### config.mk
export PLATFORM = sky130hd
export DESIGN_NAME = riscv_fetch_queue_flat
export DESIGN_NICKNAME = d
export VERILOG_FILES = /design/src/rtl/riscv_fetch_queue_pkg.sv /design/src/rtl/riscv_fetch_queue_if.sv /design/src/rtl/riscv_fetch_queue_checker.sv /design/src/rtl/riscv_fetch_queue_sync_fifo.sv /design/src/rtl/riscv_fetch_queue.sv /design/src/flat_wrapper.sv
export SDC_FILE = /design/constraint.sdc
export NUM_CORES = 1
export LEC_CHECK = 0
export CAP_MARGIN = 10
export CORE_MARGIN = 2
export CORE_UTILIZATION = 63
export DETAILED_ROUTE_END_ITERATION = 7
export PLACE_DENSITY_LB_ADDON = 0.08
export REMOVE_ABC_BUFFERS = 1
export SLEW_MARGIN = 20
export SYNTH_ARGS = -nofsm -noshare
export SYNTH_HDL_FRONTEND = slang
export SYNTH_HIERARCHICAL = 1
export SYNTH_SLANG_ARGS = --single-unit
export TNS_END_PERCENT = 20
### constraint.sdc
create_clock -name clock -period 14 [get_ports clock]
set_clock_uncertainty 0.2 [all_clocks]
set_input_delay 2.8 -clock clock [delete_from_list [all_inputs] [get_ports clock]]
set_output_delay 2.8 -clock clock [all_outputs]
set_load 0.01 [all_outputs]
### src/rtl/riscv_fetch_queue_pkg.sv
// Shared definitions for the prefetching instruction-fetch front end.
package riscv_fetch_queue_pkg;

  localparam int XLEN_DEFAULT = 32;
  localparam logic [1:0] INSTR_ALIGN_MASK = 2'b11;

  typedef enum logic [1:0] {
    FQ_RUN   = 2'd0,
    FQ_FAULT = 2'd1,
    FQ_HALT  = 2'd2
  } fq_state_e;

  function automatic logic is_misaligned(input logic [1:0] addr_lsb);
    return |(addr_lsb & INSTR_ALIGN_MASK);
  endfunction

endpackage

### src/rtl/riscv_fetch_queue_if.sv
// Fetch-queue signal bundle: instruction memory bus, redirect and decode handshake.
interface riscv_fetch_queue_if
  import riscv_fetch_queue_pkg::*;
#(
  parameter int XLEN = XLEN_DEFAULT
);
  logic            imem_req;
  logic [XLEN-1:0] imem_addr;
  logic            imem_gnt;
  logic            imem_rvalid;
  logic [XLEN-1:0] imem_rdata;
  logic            redirect_valid;
  logic [XLEN-1:0] redirect_pc;
  logic            if_valid;
  logic            if_ready;
  logic [XLEN-1:0] if_instr;
  logic [XLEN-1:0] if_pc;
  logic            if_fault;

  modport master (
    output imem_req, imem_addr, if_valid, if_instr, if_pc, if_fault,
    input  imem_gnt, imem_rvalid, imem_rdata, redirect_valid, redirect_pc, if_ready
  );

  modport slave (
    input  imem_req, imem_addr, if_valid, if_instr, if_pc, if_fault,
    output imem_gnt, imem_rvalid, imem_rdata, redirect_valid, redirect_pc, if_ready
  );
endinterface

### src/rtl/riscv_fetch_queue_checker.sv
// Bookkeeping and bus-protocol properties for the fetch queue.
module riscv_fetch_queue_checker #(
  parameter int XLEN  = 32,
  parameter int DEPTH = 4,
  parameter int CW    = 3
) (
  input logic          clock,
  input logic          reset,
  input logic          imem_rvalid,
  input logic          pc_push,
  input logic          pc_full,
  input logic          pc_empty,
  input logic [CW-1:0] occupancy,
  input logic [CW-1:0] live_out,
  input logic [CW-1:0] drop_cnt,
  input logic [CW-1:0] pc_count
);
  a_xlen: assert property (@(posedge clock) XLEN == 32);
  a_budget: assert property (@(posedge clock) disable iff (reset)
    ({1'b0, occupancy} + {1'b0, live_out} + {1'b0, drop_cnt}) <= (CW + 1)'(DEPTH));
  a_rvalid_expected: assert property (@(posedge clock) disable iff (reset)
    imem_rvalid |-> ((live_out != '0) || (drop_cnt != '0)));
  a_pc_track: assert property (@(posedge clock) disable iff (reset)
    (pc_count == live_out) && (pc_empty == (live_out == '0)));
  a_pc_overflow: assert property (@(posedge clock) disable iff (reset) !(pc_push && pc_full));
endmodule

### src/rtl/riscv_fetch_queue_sync_fifo.sv
// Synchronous FIFO with flush; head is read straight from storage (no bypass).
module riscv_sync_fifo
  import riscv_fetch_queue_pkg::*;
#(
  parameter int WIDTH = 32,
  parameter int DEPTH = 4
) (
  input  logic                   clock,
  input  logic                   reset,
  input  logic                   push,
  input  logic                   pop,
  input  logic                   flush,
  input  logic [WIDTH-1:0]       push_data,
  output logic                   full,
  output logic                   empty,
  output logic [$clog2(DEPTH):0] count,
  output logic [WIDTH-1:0]       head_data
);
  localparam int AW = $clog2(DEPTH);

  logic [WIDTH-1:0] mem_r [DEPTH];
  logic [AW:0]      wr_ptr_r;
  logic [AW:0]      rd_ptr_r;
  logic             do_push_s;
  logic             do_pop_s;

  assign empty     = (wr_ptr_r == rd_ptr_r);
  assign full      = (wr_ptr_r[AW] != rd_ptr_r[AW]) && (wr_ptr_r[AW-1:0] == rd_ptr_r[AW-1:0]);
  assign count     = wr_ptr_r - rd_ptr_r;
  assign head_data = mem_r[rd_ptr_r[AW-1:0]];

  // Qualify requests; a full FIFO still accepts a push when it pops the same cycle.
  always_comb begin
    do_pop_s  = pop && !empty;
    do_push_s = push && (!full || do_pop_s);
  end

  // Storage and pointer update; flush wins over push/pop.
  always_ff @(posedge clock or posedge reset) begin
    if (reset) begin
      wr_ptr_r <= '0;
      rd_ptr_r <= '0;
      for (int i = 0; i < DEPTH; i++) begin
        mem_r[i] <= '0;
      end
    end else if (flush) begin
      wr_ptr_r <= '0;
      rd_ptr_r <= '0;
    end else begin
      if (do_push_s) begin
        mem_r[wr_ptr_r[AW-1:0]] <= push_data;
        wr_ptr_r                <= wr_ptr_r + (AW + 1)'(1'b1);
      end
      if (do_pop_s) begin
        rd_ptr_r <= rd_ptr_r + (AW + 1)'(1'b1);
      end
    end
  end
endmodule

### src/rtl/riscv_fetch_queue.sv
// Prefetching instruction-fetch front end: in-order multi-outstanding fetch,
// handshaked delivery to decode, redirect flush and misaligned-target faults.
module riscv_fetch_queue
  import riscv_fetch_queue_pkg::*;
#(
  parameter int              XLEN     = XLEN_DEFAULT,
  parameter int              DEPTH    = 4,
  parameter logic [XLEN-1:0] RESET_PC = {XLEN{1'b0}}
) (
  input logic                 clock,
  input logic                 reset,
  riscv_fetch_queue_if.master bus
);
  localparam int        CW      = $clog2(DEPTH) + 1;
  localparam int        DW      = 2 * XLEN + 1;
  localparam logic [CW:0] DEPTH_C = (CW + 1)'(DEPTH);

  fq_state_e       state_r;
  fq_state_e       state_next_s;
  logic [XLEN-1:0] fetch_pc_r;
  logic [CW-1:0]   live_out_r;
  logic [CW-1:0]   drop_cnt_r;
  logic [CW-1:0]   occupancy_s;
  logic [CW-1:0]   pc_count_s;
  logic [CW:0]     in_use_s;
  logic            imem_req_s;
  logic            fault_push_s;
  logic            grant_s;
  logic            rsp_drop_s;
  logic            rsp_live_s;
  logic            rsp_any_s;
  logic            pc_pop_s;
  logic            pc_full_s;
  logic            pc_empty_s;
  logic [XLEN-1:0] pc_head_s;
  logic            data_push_s;
  logic            data_pop_s;
  logic            data_full_s;
  logic            data_empty_s;
  logic [DW-1:0]   data_in_s;
  logic [DW-1:0]   data_head_s;

  // Classify the response and total the slots already committed.
  always_comb begin
    in_use_s   = {1'b0, occupancy_s} + {1'b0, live_out_r} + {1'b0, drop_cnt_r};
    rsp_drop_s = bus.imem_rvalid && (drop_cnt_r != '0);
    rsp_live_s = bus.imem_rvalid && (drop_cnt_r == '0) && (live_out_r != '0);
    rsp_any_s  = rsp_drop_s || rsp_live_s;
  end

  assign grant_s     = imem_req_s && bus.imem_gnt;
  assign pc_pop_s    = rsp_live_s && !bus.redirect_valid;
  assign data_push_s = !bus.redirect_valid && (rsp_live_s || fault_push_s);
  assign data_pop_s  = bus.if_ready && !bus.redirect_valid;
  assign data_in_s   = fault_push_s ? {{XLEN{1'b0}}, fetch_pc_r, 1'b1}
                                    : {bus.imem_rdata, pc_head_s, 1'b0};

  // FSM state register.
  always_ff @(posedge clock or posedge reset) begin
    if (reset) begin
      state_r <= FQ_RUN;
    end else begin
      state_r <= state_next_s;
    end
  end

  // FSM next state; a redirect is taken from any state.
  always_comb begin
    state_next_s = state_r;
    if (bus.redirect_valid) begin
      state_next_s = is_misaligned(bus.redirect_pc[1:0]) ? FQ_FAULT : FQ_RUN;
    end else begin
      case (state_r)
        FQ_RUN:   state_next_s = FQ_RUN;
        FQ_FAULT: state_next_s = fault_push_s ? FQ_HALT : FQ_FAULT;
        FQ_HALT:  state_next_s = FQ_HALT;
        default:  state_next_s = FQ_RUN;
      endcase
    end
  end

  // FSM outputs: fetch request and fault-entry insertion.
  always_comb begin
    imem_req_s   = 1'b0;
    fault_push_s = 1'b0;
    if (!reset && !bus.redirect_valid) begin
      case (state_r)
        FQ_RUN:   imem_req_s = (in_use_s < DEPTH_C);
        FQ_FAULT: fault_push_s = (drop_cnt_r == '0) && !data_full_s;
        FQ_HALT:  imem_req_s = 1'b0;
        default:  imem_req_s = 1'b0;
      endcase
    end else begin
      imem_req_s = 1'b0;
    end
  end

  // Fetch address and outstanding-request accounting.
  always_ff @(posedge clock or posedge reset) begin
    if (reset) begin
      fetch_pc_r <= RESET_PC;
      live_out_r <= '0;
      drop_cnt_r <= '0;
    end else if (bus.redirect_valid) begin
      fetch_pc_r <= bus.redirect_pc;
      live_out_r <= '0;
      // Whatever response lands now answers an old request, dropped or live.
      drop_cnt_r <= drop_cnt_r + live_out_r - CW'(rsp_any_s);
    end else begin
      fetch_pc_r <= grant_s ? fetch_pc_r + XLEN'(3'd4) : fetch_pc_r;
      live_out_r <= live_out_r + CW'(grant_s) - CW'(rsp_live_s);
      drop_cnt_r <= drop_cnt_r - CW'(rsp_drop_s);
    end
  end

  riscv_sync_fifo #(.WIDTH(XLEN), .DEPTH(DEPTH)) u_pc_fifo (
    .clock(clock), .reset(reset), .push(grant_s), .pop(pc_pop_s),
    .flush(bus.redirect_valid), .push_data(fetch_pc_r), .full(pc_full_s),
    .empty(pc_empty_s), .count(pc_count_s), .head_data(pc_head_s)
  );

  riscv_sync_fifo #(.WIDTH(DW), .DEPTH(DEPTH)) u_data_fifo (
    .clock(clock), .reset(reset), .push(data_push_s), .pop(data_pop_s),
    .flush(bus.redirect_valid), .push_data(data_in_s), .full(data_full_s),
    .empty(data_empty_s), .count(occupancy_s), .head_data(data_head_s)
  );

  riscv_fetch_queue_checker #(.XLEN(XLEN), .DEPTH(DEPTH), .CW(CW)) u_checker (
    .clock(clock), .reset(reset), .imem_rvalid(bus.imem_rvalid), .pc_push(grant_s),
    .pc_full(pc_full_s), .pc_empty(pc_empty_s), .occupancy(occupancy_s),
    .live_out(live_out_r), .drop_cnt(drop_cnt_r), .pc_count(pc_count_s)
  );

  assign bus.imem_req  = imem_req_s;
  assign bus.imem_addr = fetch_pc_r;
  assign bus.if_valid  = !data_empty_s;
  assign bus.if_instr  = data_head_s[DW-1 -: XLEN];
  assign bus.if_pc     = data_head_s[XLEN:1];
  assign bus.if_fault  = data_head_s[0];
endmodule
### src/flat_wrapper.sv
// flat-port wrapper written by rule: the top's interface ports become plain ports
module riscv_fetch_queue_flat import riscv_fetch_queue_pkg::*;
#(
  parameter int              XLEN     = XLEN_DEFAULT,
  parameter int              DEPTH    = 4,
  parameter logic [XLEN-1:0] RESET_PC = {XLEN{1'b0}}
)
  (clock, reset, bus_imem_req, bus_imem_addr, bus_if_valid, bus_if_instr, bus_if_pc, bus_if_fault, bus_imem_gnt, bus_imem_rvalid, bus_imem_rdata, bus_redirect_valid, bus_redirect_pc, bus_if_ready);
  riscv_fetch_queue_if #(.XLEN(XLEN)) bus_i ();
  input logic clock;
  input logic reset;
  output wire logic [$bits(bus_i.imem_req)-1:0] bus_imem_req;
  output wire logic [$bits(bus_i.imem_addr)-1:0] bus_imem_addr;
  output wire logic [$bits(bus_i.if_valid)-1:0] bus_if_valid;
  output wire logic [$bits(bus_i.if_instr)-1:0] bus_if_instr;
  output wire logic [$bits(bus_i.if_pc)-1:0] bus_if_pc;
  output wire logic [$bits(bus_i.if_fault)-1:0] bus_if_fault;
  input wire logic [$bits(bus_i.imem_gnt)-1:0] bus_imem_gnt;
  input wire logic [$bits(bus_i.imem_rvalid)-1:0] bus_imem_rvalid;
  input wire logic [$bits(bus_i.imem_rdata)-1:0] bus_imem_rdata;
  input wire logic [$bits(bus_i.redirect_valid)-1:0] bus_redirect_valid;
  input wire logic [$bits(bus_i.redirect_pc)-1:0] bus_redirect_pc;
  input wire logic [$bits(bus_i.if_ready)-1:0] bus_if_ready;
  assign bus_imem_req = bus_i.imem_req;
  assign bus_imem_addr = bus_i.imem_addr;
  assign bus_if_valid = bus_i.if_valid;
  assign bus_if_instr = bus_i.if_instr;
  assign bus_if_pc = bus_i.if_pc;
  assign bus_if_fault = bus_i.if_fault;
  assign bus_i.imem_gnt = bus_imem_gnt;
  assign bus_i.imem_rvalid = bus_imem_rvalid;
  assign bus_i.imem_rdata = bus_imem_rdata;
  assign bus_i.redirect_valid = bus_redirect_valid;
  assign bus_i.redirect_pc = bus_redirect_pc;
  assign bus_i.if_ready = bus_if_ready;
  riscv_fetch_queue #(.XLEN(XLEN), .DEPTH(DEPTH), .RESET_PC(RESET_PC)) u_core (.clock(clock), .reset(reset), .bus(bus_i));
endmodule
# Yosys cells after proc, flatten, opt, wreduce, memory -nomap -nowiden
# Index checks and enable logic that the tools add are counted.
[totals] ff_bits=440 wordCells=121 in_bits=70
[op_classes] order_cmp=7 muxes=33 bitwise_logic=5 n_eq_ne=8 n_addsub=13 reduce_logical=39
[ops] op="bitwise mux 260 bit" count=1
[ops] op="two-way mux 65 bit" count=4
[ops] op="two-way mux 32 bit" count=5
[ops] op="binary-select mux 65 bit (select 2 bit)" count=1
[ops] op="demux 65 bit (select 2 bit)" count=1
[ops] op="bitwise mux 128 bit" count=1
[ops] op="binary-select mux 32 bit (select 2 bit)" count=1
[ops] op="demux 32 bit (select 2 bit)" count=1
[ops] op="adder 32 x 3 -> 32 bit, second input constant" count=1
[ops] op="two-way mux 3 bit" count=10
[ops] op="logical AND 1 bit" count=17
[ops] op="adder 3 x 1 -> 3 bit, second input constant" count=4
[ops] op="greater-or-equal comparator 3 bit, second input constant" count=4
[ops] op="NOT 2 -> 3 bit" count=4
[ops] op="nonzero test 2 bit" count=5
[ops] op="subtractor 3 x 1 -> 3 bit" count=3
[ops] op="== test 3 bit" count=2
[ops] op="zero test 1 bit" count=6
[ops] op="< comparator 3 x 1 -> 1 bit, second input constant" count=2
[ops] op="nonzero test 3 bit" count=2
[ops] op="two-way mux 1 bit" count=5
[ops] op="adder 3 x 3 -> 4 bit" count=1
[ops] op="adder 4 x 3 -> 4 bit" count=1
[ops] op="== test 2 bit" count=2
[ops] op="other kinds (15)" count=21

# Longest topological paths before layout
# Gate-level depths: netlist of run 1.
[logic_depth] depth_word=11 depth_mapped=18 depth_no_buf=18

# By module
# Netlist of run 1, hierarchy kept.
[modules_own_cells] module="riscv_sync_fifo (u_core.u_data_fifo)" seq_area_each_um2=6656.4 n_inst=1 cells_per_inst=682 area_each_um2=11959.0
[modules_own_cells] module="riscv_sync_fifo (u_core.u_pc_fifo)" seq_area_each_um2=3353.2 n_inst=1 cells_per_inst=362 area_each_um2=6200.9
[modules_own_cells] module="riscv_fetch_queue" seq_area_each_um2=1001.0 n_inst=1 cells_per_inst=374 area_each_um2=3229.3

# Worst setup path before layout of run 1
# Ideal clock, no wire load.
[synth_timing] path_kind="input -> output" from="input port reset" to="output port bus_imem_req" slack_ns=6.903 arrival_ns=4.097 path_stages=3 n_path_buf=0 cell_sequence="inv_1 nand3_1 nor3_1"
[synth_between] elab_chain_len=3
[synth_lines] item="start: declaration" line_no="flat_wrapper.sv:11" source="input logic reset;"
[synth_lines] item="zero test 1 bit (no line)"
[synth_lines] item="logical AND 1 bit" line_no="riscv_fetch_queue.sv:86" source="if (!reset && !bus.redirect_valid) begin"
[synth_lines] item="two-way mux 1 bit" line_no="riscv_fetch_queue.sv:86"
[synth_lines] item="end: declaration" line_no="flat_wrapper.sv:12" source="output wire logic [$bits(bus_i.imem_req)-1:0] bus_imem_req;"
# Every way passes these cells.

# Final worst setup path of run 1
# Ends and elaborated chain as after synthesis.

==> results summary, run 1 <==
Summing all non-filler instances in the final layout gives an area of 24700 um2. The count of cells along the worst hold path is 1. The number of hold buffers added after CTS came out at 0. Measured on the finished design, the core utilization comes to 0.739. The remaining max-slew budget at the tightest pin is 0.295. Before antenna repair, the detailed router went through 6 iterations.

The largest individual stage delay along the critical path comes from the cell sky130_fd_sc_hd__clkdlybuf4s50_1. The data required time at the worst endpoint is 11000 ps. The ratio of routed vias to standard cells is 6.14. The maximum fanout count along the critical path came out at 41. The die is 188 um tall. The category of the most critical setup path is input port to output port. The detail route stage leaves a number of antenna-violating nets equal to 0.

CTS placed an instance of sky130_fd_sc_hd__clkbuf_16 at the clock tree root. The standard-cell row count came out at 67. The total via count in the routed design is 12600. The placed instance area came out at 23200 um2.

The path depth of the worst reg2reg path came out at 14. 0 antenna diodes ended up in the layout. The die boundary width is 188 um. The worst flop-to-flop path endpoint is u_core/u_pc_fifo/mem_r[11]. The placer congestion estimate is 0.800. The number of failing setup endpoints in the final timing report is 0. For hold timing, the worst endpoint is u_core/u_data_fifo/mem_r[218]. The data arrival time of the worst path came out at 4860 ps. The delay of the slowest cell on the worst path is 610 ps. The first-pass GRT wire length came out at 75.8 mm. The max-slew violation count came out at 0. In this run the most critical hold path is launched from u_core/u_data_fifo/mem_r[218]. The clock drives 440 sinks.

Counting every instance in the synthesized netlist gives 1412. The detailed-route DRC error count came out at 0. The number of I/O port buffers is 168.

The area growth from synthesis to layout is 15.8%. The clock period minus worst slack is 7860 ps. The I/O pin count is 169.

The total overflow left after global routing is 0. The reported leakage power came out at 11.6 nW. The dominant cell type by count on the critical path is sky130_fd_sc_hd__clkdlybuf4s50_1. The transition time at the pin with the least slew margin is 1060 ps. The clock latency on the worst-skew pair is 540 ps.

The final-report hold violation count is 0. The total global routing track utilization is 0.274. The starting utilization of the core area came out at 0.638.

The cell family with the largest share of critical-path delay is buffers and inverters. Detailed placement finished with a half-perimeter wire length of 28.1 mm. The share of post-route cells with drive strength above 1 came out at 0.347. The power share of the sequential group is 0.449. The run finished with clean final reports.

The H-tree depth came out at 2. The netlist area before placement came out at 21300 um2. The worst setup path is captured at an output port. Setup repair after global routing left no endpoint under its margin. The largest vdd supply drop is 0.0000924 V. The Yosys warning count came out at 6. Setup total negative slack on the finished layout was measured at 0 ps. The routed wire length per instance is 23.0 um.

The maximum root-to-sink buffer count came out at 3. TritonCTS built the clock tree. The area inside the core boundary is 33400 um2. The clock input transition at the sequential cells of the worst setup and hold paths came out at 60 ps. The net total in the final layout came out at 1665. The power density over the cells is 132 nW/um2. The final wirelength came out at 47.0 mm. The post-synthesis average cell area is 15.1 um2. The setup slack of the most critical reg-to-reg path is 8290 ps. Of the total power, combinational logic draws 0.187. The number of maximum-capacitance violations is 0. The launching point of the worst reg2reg path is u_core/u_data_fifo/rd_ptr_r[0]. The clock share of power is 0.365. The largest net degree at the start of global routing came out at 112. The non-filler instance count after layout is 2046.

The internal power of the cells totals 2.44 mW. The number of global-route vias before repair came out at 13400. The number of buffers and inverters on the critical path came out at 4. The share of the clock period used by the worst path is 0.562. The maximum achievable frequency came out at 127 MHz.

After detailed placement, the design holds a cell count of 1963. The number of antenna violations at the first check in global routing came out at 0. In this run the power spent charging and discharging nets is 0.836 mW. The count of routing violations after the opening detailed-route iteration came out at 730.

The number of buffers inserted during clock tree synthesis is 45. The worst min-delay path class is flop to flop. Traced cell by cell, the critical path runs through clkdlybuf4s50_1 -> clkinv_1 -> buf_4 -> nand3_1 -> nor3_1 -> clkdlybuf4s50_1.

The buffer count from post-CTS setup fixing came out at 0. The full die area is 35400 um2. Post-CTS repair changed the size of 0 cells. Of the total power, the share spent switching nets is 0.256.

STA classifies the critical path startpoint as an input port.
[power by group through the flow]
| stage | Sequential [mW] | Clock [mW] | Combinational (mW) |
|---|---|---|---|
| finish | 1.47 | 1.19 | 0.611 |
| detailed placement | 1.49 | 0 | 0.610 |
| floorplan | 1.47 | 0 | 0.371 |
| global route | 1.48 | 1.27 | 0.663 |
| CTS | 1.47 | 1.22 | 0.616 |
| global placement | 1.48 | 0 | 0.596 |
[layout make-up]
| type | instances | area, um2 |
|---|---|---|
| inverter | 32 | 130 |
| sequential | 440 | 11000 |
| fill | 2089 | 8740 |
| multi-input combinational | 853 | 9660 |
| clock buffer | 69 | 1390 |
| clock inverter | 14 | 105 |
| timing repair buffer | 190 | 1850 |
| tap | 448 | 561 |
[flip-flops by register name, indices dropped and copies added, names as in the netlist]
| name | flops |
|---|---|
| u_core/bus.imem_addr | 32 |
| u_core/drop_cnt_r | 3 |
| u_core/live_out_r | 3 |
| u_core/state_r | 2 |
| u_core/u_data_fifo/mem_r | 260 |
| u_core/u_data_fifo/rd_ptr_r | 3 |
| u_core/u_data_fifo/wr_ptr_r | 3 |
| u_core/u_pc_fifo/mem_r | 128 |
| u_core/u_pc_fifo/rd_ptr_r | 3 |
| u_core/u_pc_fifo/wr_ptr_r | 3 |
[worst max-delay path by stage]
stage | start | endpoint | slack (ps) | cells after the start
global placement | reset | bus_imem_req | 6110 | 6
CTS | reset | bus_imem_req | 6080 | 6
floorplan | reset | u_core/u_data_fifo/mem_r[0] | 3670 | 1
detailed placement | reset | bus_imem_req | 6090 | 6
global route | reset | bus_imem_req | 5910 | 6
finish | reset | bus_imem_req | 6140 | 6
[routing by layer]
layer  part of all wire  wire, um  track usage  up-vias
met4              0.014       651       0.0566        0
met2               0.51     23800        0.468      343
met5                  0         0            0        -
li1                   -         -            -     5539
met3              0.043      2010       0.0331       55
met1               0.44     20600        0.383     6633
[stage by stage]
step / setup WS (ps) / hold WS (ps) / total power [mW]
floorplan: 3670 / 259 / 1.84
global placement: 6110 / 268 / 2.08
detailed placement: 6090 / 280 / 2.10
CTS: 6080 / 292 / 3.30
global route: 5910 / 298 / 3.42
finish: 6140 / 287 / 3.27
[layout by cell type (no fill, tap or decap), types with 21 or more instances in the layout]
master,n
sky130_fd_sc_hd__nand2_1,30
sky130_fd_sc_hd__ha_1,27
sky130_fd_sc_hd__mux2_4,80
sky130_fd_sc_hd__mux2_2,266
sky130_fd_sc_hd__inv_1,29
sky130_fd_sc_hd__nor2_1,38
sky130_fd_sc_hd__buf_4,21
sky130_fd_sc_hd__mux4_2,97
sky130_fd_sc_hd__dfrtp_1,437
sky130_fd_sc_hd__clkbuf_16,47
sky130_fd_sc_hd__and2_1,34
sky130_fd_sc_hd__mux2_1,81
sky130_fd_sc_hd__clkdlybuf4s50_1,167
Power figures use the tool's default switching activity.
==> run 2, diff against run 1 <==
--- a/config.mk
+++ b/config.mk
@@ -7,7 +7,7 @@
 export LEC_CHECK = 0
 export CAP_MARGIN = 10
 export CORE_MARGIN = 2
-export CORE_UTILIZATION = 63
+export CORE_UTILIZATION = 59
 export DETAILED_ROUTE_END_ITERATION = 7
 export PLACE_DENSITY_LB_ADDON = 0.08
 export REMOVE_ABC_BUFFERS = 1
==> constraint.sdc (replaced) <==
create_clock -name clock -period 8 [get_ports clock]
set_clock_uncertainty 0.2 [all_clocks]
set_input_delay 1.6 -clock clock [delete_from_list [all_inputs] [get_ports clock]]
set_output_delay 1.6 -clock clock [all_outputs]
set_load 0.01 [all_outputs]
==> results summary, run 2 (synthesis results as in run 1) <==
Run status: finished clean (unchanged). The area inside the core boundary came out at 35600 um2 (was 33400 um2). The placer congestion estimate is 0.785 (was 0.800). The global-route congestion overflow total is 0 (unchanged). The antenna diode count was 0 (unchanged). The placed instance area is 23200 um2 (about the same). The number of search-and-repair iterations in the first detailed-routing pass was 5 (was 6). The number of hold buffers added after CTS is 0 (unchanged). The net total in the final layout is 1666 (was 1665).

The non-filler instance count after layout came out at 2056 (was 2046). The launching point of the worst reg2reg path is u_core/u_data_fifo/rd_ptr_r[0] (unchanged). The standard-cell row count came out at 69 (was 67). The die height came to 194 um (was 188 um). The number of I/O port buffers is 168 (unchanged). The max-slew violation count came out at 0 (unchanged). The total global routing track utilization came out at 0.259 (was 0.274).

The worst min-delay path class is flop to flop (unchanged). The clock period could shrink to 6200 ps. The final critical-path setup slack came to 1800 ps (was 6140 ps). The number of placed instances with taps included is 1976 (was 1963).

The H-tree depth is 2 (unchanged). The pre-CTS setup slack is 2280 ps (was 6090 ps). The first-pass GRT wire length came out at 76.4 mm (was 75.8 mm).

The routed wire length per instance came out at 23.1 um (was 23.0 um). The startpoint of the most critical hold path is u_core/u_data_fifo/mem_r[220] (was u_core/u_data_fifo/mem_r[218]). The cell family with the largest share of critical-path delay is adder cells (was buffers and inverters).

The type of element launching the critical path was a flop (was input port). The register ranked first by flip-flop count is u_core/u_data_fifo/mem_r (unchanged). The clock input transition at the sequential cells of the worst setup and hold paths is 60 ps (about the same). The power density over the cells is 234 nW/um2 (was 132 nW/um2). The buffer count from post-CTS setup fixing came out at 0 (unchanged). The transition time at the pin with the least slew margin is 1040 ps (was 1060 ps).

The final wirelength came to 47.6 mm (was 47.0 mm). The share of post-route cells with drive strength above 1 is 0.344 (was 0.347). The number of failing setup endpoints in the final timing report came out at 0 (unchanged). The largest vdd supply drop came out at 0.000202 V (was 0.0000924 V). The final instance area came to 24800 um2 (was 24700 um2). The half-perimeter wire length after placement came out at 28.8 mm (was 28.1 mm).

The I/O pin count came to 169 (unchanged). The area growth from synthesis to layout came out at 16.0% (was 15.8%). The number of buffers inserted during clock tree synthesis is 46 (was 45).

Most frequent cells in the layout: sky130_fd_sc_hd__dfrtp_1, sky130_fd_sc_hd__mux2_2, sky130_fd_sc_hd__clkdlybuf4s50_1 (unchanged). The largest net degree at the start of global routing came out at 181 (was 112). The maximum root-to-sink buffer count came to 3 (unchanged). The final-report hold violation count came to 0 (unchanged). The number of global-route vias before repair came out at 13500 (was 13400). The source of the critical timing path is u_core/u_data_fifo/rd_ptr_r[0] (was reset). The slowest library cell on the worst path is sky130_fd_sc_hd__dfrtp_4 (was sky130_fd_sc_hd__clkdlybuf4s50_1). The root buffer selected by CTS was sky130_fd_sc_hd__clkbuf_16 (unchanged).

The count of routing violations after the opening detailed-route iteration is 703 (was 730). The clock sink count is 440 (unchanged). The full die area came out at 37700 um2 (was 35400 um2). The reported leakage power was 11.6 nW (about the same). The die boundary width came out at 194 um (was 188 um). The fraction of the core area covered by cells at the end of the flow came out at 0.696 (was 0.739).

The ratio of routed vias to standard cells is 6.17 (was 6.14). The number of buffers and inverters on the critical path is 3 (was 4). The remaining max-slew budget at the tightest pin came out at 0.308 (was 0.295). The worst hold slack came out at 288 ps (was 287 ps).

The most common cell after layout, fill and taps aside was sky130_fd_sc_hd__dfrtp_1 (unchanged). The detailed-route DRC error count is 0 (unchanged). The maximum fanout count along the critical path is 36 (was 41).

The category of the most critical setup path was flop to output port (was input port to output port). The data required time at the worst endpoint was 6200 ps (was 11000 ps). The dominant cell type by count on the critical path is sky130_fd_sc_hd__fa_1 (was sky130_fd_sc_hd__clkdlybuf4s50_1). The number of antenna violations at the first check in global routing was 0 (unchanged). Unrepaired setup endpoints after global routing: false (unchanged). Chain of cells forming the critical path: ha_1 -> fa_1 -> inv_1 -> inv_1 -> fa_1 -> or2_2 -> fa_1 -> xnor2_1 -> nor3_1 -> clkdlybuf4s50_1 (was clkdlybuf4s50_1 -> clkinv_1 -> buf_4 -> nand3_1 -> nor3_1 -> clkdlybuf4s50_1). The number of instances resized during post-cts repair came out at 0 (unchanged). The kind of capture point of the worst setup path was an output port (unchanged). The CTS tree is done (unchanged). The number of routed nets with antenna violations is 0 (unchanged). Based on the critical path, the design can be clocked at up to 161 MHz. The starting utilization of the core area is 0.600 (was 0.638). The share of the clock period used by the worst path came out at 0.775. The delay of the slowest cell on the worst path came to 900 ps (was 610 ps). The number of flip-flops in the largest register came out at 260 (unchanged). The total via count in the routed design came to 12700 (was 12600).

The clock latency on the worst-skew pair is 570 ps (was 540 ps). The number of fill cells in the layout is 2494 (was 2089). The data arrival time of the worst path came out at 4400 ps (was 4860 ps). The number of maximum-capacitance violations was 0 (unchanged).
run 2: final timing paths:
path / endpoint / slack, ps / depth (start not counted)
max: bus_imem_req / 1800 / 10
min: u_core/u_data_fifo/mem_r[220] / 290 / 1
max reg2reg: u_core/u_pc_fifo/mem_r[10] / 2530 / 14
min reg2reg: u_core/u_data_fifo/mem_r[220] / 290 / 1
max in group asynchronous: u_core/u_data_fifo/mem_r[83] / 4650 / 3
min in group asynchronous: u_core/u_data_fifo/mem_r[130] / 1490 / 2
run 2: cell type report:
class	count	area (um2)	share of cell area
clock buffers	70	1360	0.0550
clock inverters	10	154	0.00622
inverters	32	130	0.00526
multi-input cells	853	9660	0.390
flip-flops and latches	440	11000	0.445
well taps	461	577	0.0233
repair buffers	190	1850	0.0749
run 2: worst reg2reg max path: stages (launching register included):
cell,delay [ps]
sky130_fd_sc_hd__dfrtp_4,900
sky130_fd_sc_hd__ha_1,310
sky130_fd_sc_hd__fa_1,410
sky130_fd_sc_hd__inv_1,70
sky130_fd_sc_hd__inv_1,50
sky130_fd_sc_hd__fa_1,410
sky130_fd_sc_hd__or2_2,310
sky130_fd_sc_hd__fa_1,530
sky130_fd_sc_hd__nand4b_1,130
sky130_fd_sc_hd__nor2_1,280
sky130_fd_sc_hd__nand2_1,120
sky130_fd_sc_hd__inv_1,140
sky130_fd_sc_hd__and2b_1,340
sky130_fd_sc_hd__o211a_4,740
sky130_fd_sc_hd__mux2_2,430
run 2: metal layers:
metal | share of wire | GRT usage
met4 | 0.025 | 0.0797
met1 | 0.44 | 0.360
met5 | 0 | 0
met2 | 0.48 | 0.419
met3 | 0.052 | 0.0464
run 2: metrics by stage:
step	setup TNS, ps	power (mW)
3_3_place_gp	0	3.65
6_report	0	5.80
2_1_floorplan	-399870	3.21
3_5_place_dp	0	3.69
4_1_cts	0	5.87
5_1_grt	0	6.06
run 2: power breakdown:
part	internal [mW]	total, mW	leakage [nW]	switching (mW)
Clock	1.30	2.16	0.747	0.861
Sequential	2.43	2.57	6.01	0.148
Combinational	0.610	1.07	4.81	0.459
Total	4.33	5.80	11.6	1.47
